==> config.mk <==
export PLATFORM = sky130hd
export DESIGN_NAME = mem_rw_arbiter
export DESIGN_NICKNAME = d
export VERILOG_FILES = /design/src/rtl/mem_arb_pkg.sv /design/src/rtl/rr_arbiter.sv /design/src/rtl/mem_rw_arbiter.sv
export SDC_FILE = /design/constraint.sdc
export NUM_CORES = 1
export LEC_CHECK = 0
export BUFFER_PORTS_ARGS = -buffer_cell sky130_fd_sc_hd__buf_2
export CORE_AREA = 8 8 295 297
export DETAILED_ROUTE_END_ITERATION = 12
export DIE_AREA = 0 0 303 305
export HOLD_SLACK_MARGIN = 0.03
export PLACE_DENSITY = 0.42
export REMOVE_ABC_BUFFERS = 1
export SYNTH_ARGS = -nofsm -noshare
export SYNTH_HDL_FRONTEND = slang
export SYNTH_SLANG_ARGS = --single-unit
==> constraint.sdc <==
create_clock -name clock -period 2.25 [get_ports clock]
set_input_delay 0.45 -clock clock [delete_from_list [all_inputs] [get_ports clock]]
set_output_delay 0.45 -clock clock [all_outputs]
set_load 0.02 [all_outputs]
==> src/rtl/mem_arb_pkg.sv <==
// Shared types and constants for the two-requester memory read/write arbiter.
package mem_arb_pkg;

  typedef enum logic [1:0] {
    ST_IDLE,
    ST_ACCESS,
    ST_RESP
  } state_t;

  localparam int unsigned NUM_REQ           = 2;
  localparam int unsigned RAM_WORDS_DEFAULT = 128;

endpackage

==> src/rtl/rr_arbiter.sv <==
// Two-way round-robin grant; the pointer moves only when the served request completes.
module rr_arbiter
  import mem_arb_pkg::*;
(
  input  logic               clock,
  input  logic               reset,
  input  logic [NUM_REQ-1:0] valid,
  input  logic               update,
  input  logic               served,
  output logic [NUM_REQ-1:0] grant,
  output logic               grant_id
);

  logic prio;

  // prio names the requester that wins a tie: the one not served last.
  always_ff @(posedge clock) begin
    if (reset) begin
      prio <= 1'b0;
    end else if (update) begin
      prio <= ~served;
    end
  end

  always_comb begin
    grant    = '0;
    grant_id = prio;
    if (valid[prio]) begin
      grant[prio] = 1'b1;
      grant_id    = prio;
    end else if (valid[~prio]) begin
      grant[~prio] = 1'b1;
      grant_id     = ~prio;
    end
  end

endmodule

==> src/rtl/mem_rw_arbiter.sv <==
// Arbitrates two requesters onto a single-port RAM: IDLE -> ACCESS -> RESP per operation.
// Optional index range checking is enabled by defining MEM_ARB_BOUNDS_CHECK_EN.
module mem_rw_arbiter
  import mem_arb_pkg::*;
#(
  parameter int unsigned RAM_WORDS = RAM_WORDS_DEFAULT
) (
  input  logic         clock,
  input  logic         reset,
  input  logic [1:0]   req_valid,
  output logic [1:0]   req_ready,
  input  logic [1:0]   req_wen,
  input  logic [127:0] req_index,
  input  logic [127:0] req_wdata,
  input  logic [127:0] req_wmask,
  output logic [1:0]   resp_valid,
  input  logic [1:0]   resp_ready,
  output logic [63:0]  resp_rdata,
  output logic         resp_err,
  output logic         r_enable,
  output logic         w_enable,
  output logic [63:0]  r_index,
  output logic [63:0]  w_index,
  input  logic [63:0]  r_data,
  output logic [63:0]  w_data,
  output logic [63:0]  w_mask
);

  state_t      state, state_nxt;
  logic [1:0]  grant;
  logic        grant_id;
  logic        accept;
  logic        handshake;
  logic [63:0] sel_index;
  logic        lat_wen;
  logic        lat_id;
  logic [63:0] lat_index;
  logic [63:0] lat_wdata;
  logic [63:0] lat_wmask;
  logic [63:0] rdata_q;

  rr_arbiter u_rr (
    .clock    (clock),
    .reset    (reset),
    .valid    (req_valid),
    .update   (handshake),
    .served   (lat_id),
    .grant    (grant),
    .grant_id (grant_id)
  );

  assign sel_index = req_index[{grant_id, 6'd0} +: 64];
  assign accept    = !reset && (state == ST_IDLE) && (|req_valid);
  assign handshake = !reset && (state == ST_RESP) && resp_ready[lat_id];

`ifdef MEM_ARB_BOUNDS_CHECK_EN
  logic oob;
  logic err_q;

  assign oob = sel_index >= 64'(RAM_WORDS);

  always_ff @(posedge clock) begin
    if (reset) begin
      err_q <= 1'b0;
    end else if (accept) begin
      err_q <= oob;
    end
  end

  assign resp_err = !reset && (state == ST_RESP) && err_q;
`else
  assign resp_err = 1'b0;
`endif

  always_ff @(posedge clock) begin
    if (reset) begin
      state     <= ST_IDLE;
      lat_wen   <= 1'b0;
      lat_id    <= 1'b0;
      lat_index <= '0;
      lat_wdata <= '0;
      lat_wmask <= '0;
      rdata_q   <= '0;
    end else begin
      state <= state_nxt;
      if (accept) begin
        lat_wen   <= req_wen[grant_id];
        lat_id    <= grant_id;
        lat_index <= sel_index;
        lat_wdata <= req_wdata[{grant_id, 6'd0} +: 64];
        lat_wmask <= req_wmask[{grant_id, 6'd0} +: 64];
        rdata_q   <= '0;
      end else if (state == ST_ACCESS && !lat_wen) begin
        rdata_q <= r_data;
      end
    end
  end

  // Every output is gated by reset so an operation caught mid-flight is dropped cleanly.
  always_comb begin
    state_nxt  = state;
    req_ready  = '0;
    resp_valid = '0;
    resp_rdata = '0;
    r_enable   = 1'b0;
    w_enable   = 1'b0;
    r_index    = '0;
    w_index    = '0;
    w_data     = '0;
    w_mask     = '0;
    if (!reset) begin
      unique case (state)
        ST_IDLE: begin
          req_ready = grant;
`ifdef MEM_ARB_BOUNDS_CHECK_EN
          if (accept) state_nxt = oob ? ST_RESP : ST_ACCESS;
`else
          if (accept) state_nxt = ST_ACCESS;
`endif
        end
        ST_ACCESS: begin
          if (lat_wen) begin
            w_enable = 1'b1;
            w_index  = lat_index;
            w_data   = lat_wdata;
            w_mask   = lat_wmask;
          end else begin
            r_enable = 1'b1;
            r_index  = lat_index;
          end
          state_nxt = ST_RESP;
        end
        ST_RESP: begin
          resp_valid[lat_id] = 1'b1;
          resp_rdata         = rdata_q;
          if (handshake) state_nxt = ST_IDLE;
        end
        default: state_nxt = ST_IDLE;
      endcase
    end
  end

endmodule

==> impl_metrics.env <==
export IMPL_status="finished with violations"
export IMPL_violations="setup timing"
export IMPL_p_leak_nw=10.4
export IMPL_ant_nets=0
export IMPL_final_common_cell="buf_2"
export IMPL_routed_wl_microns=87300
export IMPL_nets=3052
export IMPL_tightest_slew_ns=0.747
export IMPL_syn_area_sq_um=16100
export IMPL_power_density_nw_per_um2=563
export IMPL_dieArea_sq_um=92400
export IMPL_finalCriticalPeriod_ns=2.63
export IMPL_drive_gt1_share_pct=53.6
export IMPL_grt_max_degree=83
export IMPL_wire_per_inst_microns=23.5
export IMPL_avgSynthCellArea_sq_um=8.80
export IMPL_timing_critical_path_from="state[1]"
export IMPL_place_gp_congestion=0.844
export IMPL_slew_violations=0
export IMPL_grt_overflow_total=0
export IMPL_antenna_found_initial=26
export IMPL_whs_path_depth=3
export IMPL_setup_worst_path_end_class="output pin"
export IMPL_clkTransAtPathRegs_ns=0.06
export IMPL_clkSinkCount=261
export IMPL_initialDrtViolationCount=1091
export IMPL_htree_levels=2
export IMPL_cts_root_buf="clkbuf_16"
export IMPL_fillers=8755
export IMPL_hold_path_class="in2reg"
export IMPL_worstPathRequired_ns=1.80
export IMPL_io_buffer_count=781
export IMPL_cpMaxStageDelayCell="dfxtp_2"
export IMPL_grtUsageTotal_pct=17.0
export IMPL_die_w_microns=303
export IMPL_crit_path_frequent_cell="buf_6"
export IMPL_hold_viol=0
export IMPL_syn_inst=1835
export IMPL_clock_skew_ns=0.0120
export IMPL_synth_distinct_cells=40
export IMPL_cp_start_kind="flop"
export IMPL_reg2reg_to="lat_wdata[55]"
export IMPL_cap_violations=0
export IMPL_place_hpwl_microns=60400
export IMPL_initial_core_util_pct=19.5
export IMPL_synthTopCellsByArea="dfxtp_1 (32%), o221ai_2 (15%), and2_1 (12%)"
export IMPL_ir_drop_mv=0.317
export IMPL_io_pins=783
export IMPL_placed_cell_area_sq_um=21800
export IMPL_critical_path_max_fanout=8
export IMPL_clock_path_buffers=3
export IMPL_grt_pass1_vias=18900
export IMPL_multi_input_area_sq_um=10200
export IMPL_clk_insertion_delay_late_ns=0.54
export IMPL_die_h_microns=305
export IMPL_worst_r2r_startpoint="u_rr.prio"
export IMPL_yosys_warnings=0
export IMPL_rsz0062_at_grt="yes"
export IMPL_crit_arrival_ns=2.18
export IMPL_netlist_top_cell_by_area="dfxtp_1"
export IMPL_critPathBufInv=6
export IMPL_fin_area_sq_um=26000
export IMPL_path_cells="buf_6, nand2b_4, nor2b_4, buf_6, buf_16, buf_12, clkbuf_16, and2_4, buf_6"
export IMPL_top_usage_layer="met2"
export IMPL_routed_via_count=18100
export IMPL_fin_crit_sh_pct=117
export IMPL_fin_ws_ns=-0.380
export IMPL_finalPower_mw=14.6
export IMPL_endpoint="w_data[41]"
export IMPL_use_met3_pct=4.31
export IMPL_row_count=106
export IMPL_cts_tree="yes"
export IMPL_path_delay_family="buffers and inverters"
export IMPL_grt_util_met1_pct=20.8
export IMPL_cts_buffers=35
export IMPL_max_freq_mhz=380
export IMPL_slew_headroom_pct=50.2
export IMPL_vias_per_cell=4.88
export IMPL_r2r_cells=6
export IMPL_register_area_sq_um=5230
export IMPL_synth_top_area_share_pct=32.4
export IMPL_max_stage_delay_ns=0.32
export IMPL_ys_seq_area_share_pct=32.4
export IMPL_layout_common_cells="buf_2 (524), dfxtp_1 (258), buf_6 (206), and2_4 (198)"
export IMPL_crit_type="reg2out"
export IMPL_cp_num_cells=9
export IMPL_grt_met2_usage_pct=28.8
export IMPL_synth_seq_cells=261
export IMPL_drc=0
export IMPL_syn2layout_area_growth_pct=60.8
export IMPL_grt_pass1_wl_microns=122000
export IMPL_drt_pass1_iterations=5
export IMPL_pre_cts_ws_ns=-0.165
export IMPL_whs_ns=0.155
export IMPL_setup_viol=328
export IMPL_regToRegSetupSlack_ns=-0.01
export IMPL_core_sq_um=82600
-- power by group --
part	internal (mW)	switching (mW)
Sequential	5.13	0.385
Clock	3.24	2.31
Combinational	1.62	1.93
-- cells in the mapped netlist --
cell type and number:
and3_1 1, nand2b_1 193, buf_6 13, o2111ai_1 192
ha_1 1, buf_1 6, buf_4 11, a21o_1 1
conb_1 1, nor3b_1 1, o21ai_1 1, o221ai_2 160
nand2_1 130, clkbuf_1 142, nor2b_1 4, or3_4 1
buf_8 10, or3b_1 1, o221ai_1 32, a31oi_1 1
nor2_1 3, a21oi_1 69, o211ai_1 1, nand3b_1 1
nor3_4 1, a2111oi_0 1, buf_2 69, o21a_1 1
nor3b_2 1, or3b_2 1, buf_12 1, mux2i_1 1
or2_1 2, a211oi_1 1, nor2_8 1, o21ai_0 3
inv_1 2, and2_1 321, nand3_1 192, dfxtp_1 261
-- metal layers --
metal	share of wire [%]	vias up	wire (microns)
li1	-	8356	-
met1	41	8869	35700
met2	49	747	42500
met3	7.3	148	6330
met4	3.0	20	2640
met5	0.14	-	125
-- how the worst min path moves through the flow --
stage | startpoint | to | slack, ns
6_report | r_data[48] | rdata_q[48] | 0.15
3_3_place_gp | rdata_q[1] | rdata_q[1] | 0.44
5_1_grt | r_data[25] | rdata_q[25] | 0.12
4_1_cts | r_data[15] | rdata_q[15] | 0.11
3_5_place_dp | rdata_q[45] | rdata_q[45] | 0.44
2_1_floorplan | rdata_q[0] | rdata_q[0] | 0.43
-- cell families after synthesis --
logic type	count (synthesis)	share of synthesized area (%)
compound gates	463	29.6
buf+inv	254	8.10
mux	1	0.0620
flops	261	32.4
other cells	1	0.0232
fa+ha+maj	1	0.0775
simple gates	854	29.8
-- what timing repair did --
| action | in CTS | in global routing |
|---|---|---|
| gates cloned | 12 | 18 |
| endpoints found under the setup margin | 326 | 326 |
| hold buffers | 0 | 0 |
| setup buffers | 14 | 14 |
| gates resized for setup | 314 | 408 |
| hold endpoints to repair | 0 | 0 |
| pin swaps | 22 | 54 |
-- state kept, by name (all words and copies together), names as in the netlist --
register   cells
lat_index     64
lat_wdata     64
lat_wmask     64
rdata_q       64
state          2
lat_id         1
lat_wen        1
u_rr.prio      1
-- worst register-to-register path, delay by kind of cell, from the launching register on --
| family | cells | cell delay, ns |
|---|---|---|
| compound gates | 4 | 1.28 |
| buf+inv | 1 | 0.18 |
| fa+ha+maj | 1 | 0.33 |
| flops | 1 | 0.33 |
-- area by class of cell --
class / count / share of cell area [%]
multi-input cells: 1320 / 39.2
repair buffers: 975 / 31.0
clock inverters: 8 / 0.309
inverters: 2 / 0.0289
well taps: 1080 / 5.21
clock buffers: 54 / 3.92
diodes: 16 / 0.154
flip-flops and latches: 261 / 20.1
-- metrics by stage --
stage | setup TNS, ns | utilization (%) | std cells
final | -90.12 | 31.4 | 3716
after global routing | -123.16 | 31.4 | 3712
after CTS | -106.21 | 29.4 | 3674
after detailed placement | -23.41 | 26.4 | 3586
after global placement | -23.01 | 26.4 | 3586
after floorplan | -3239.28 | - | 1583
No activity file was read; power rests on OpenSTA's default activity.
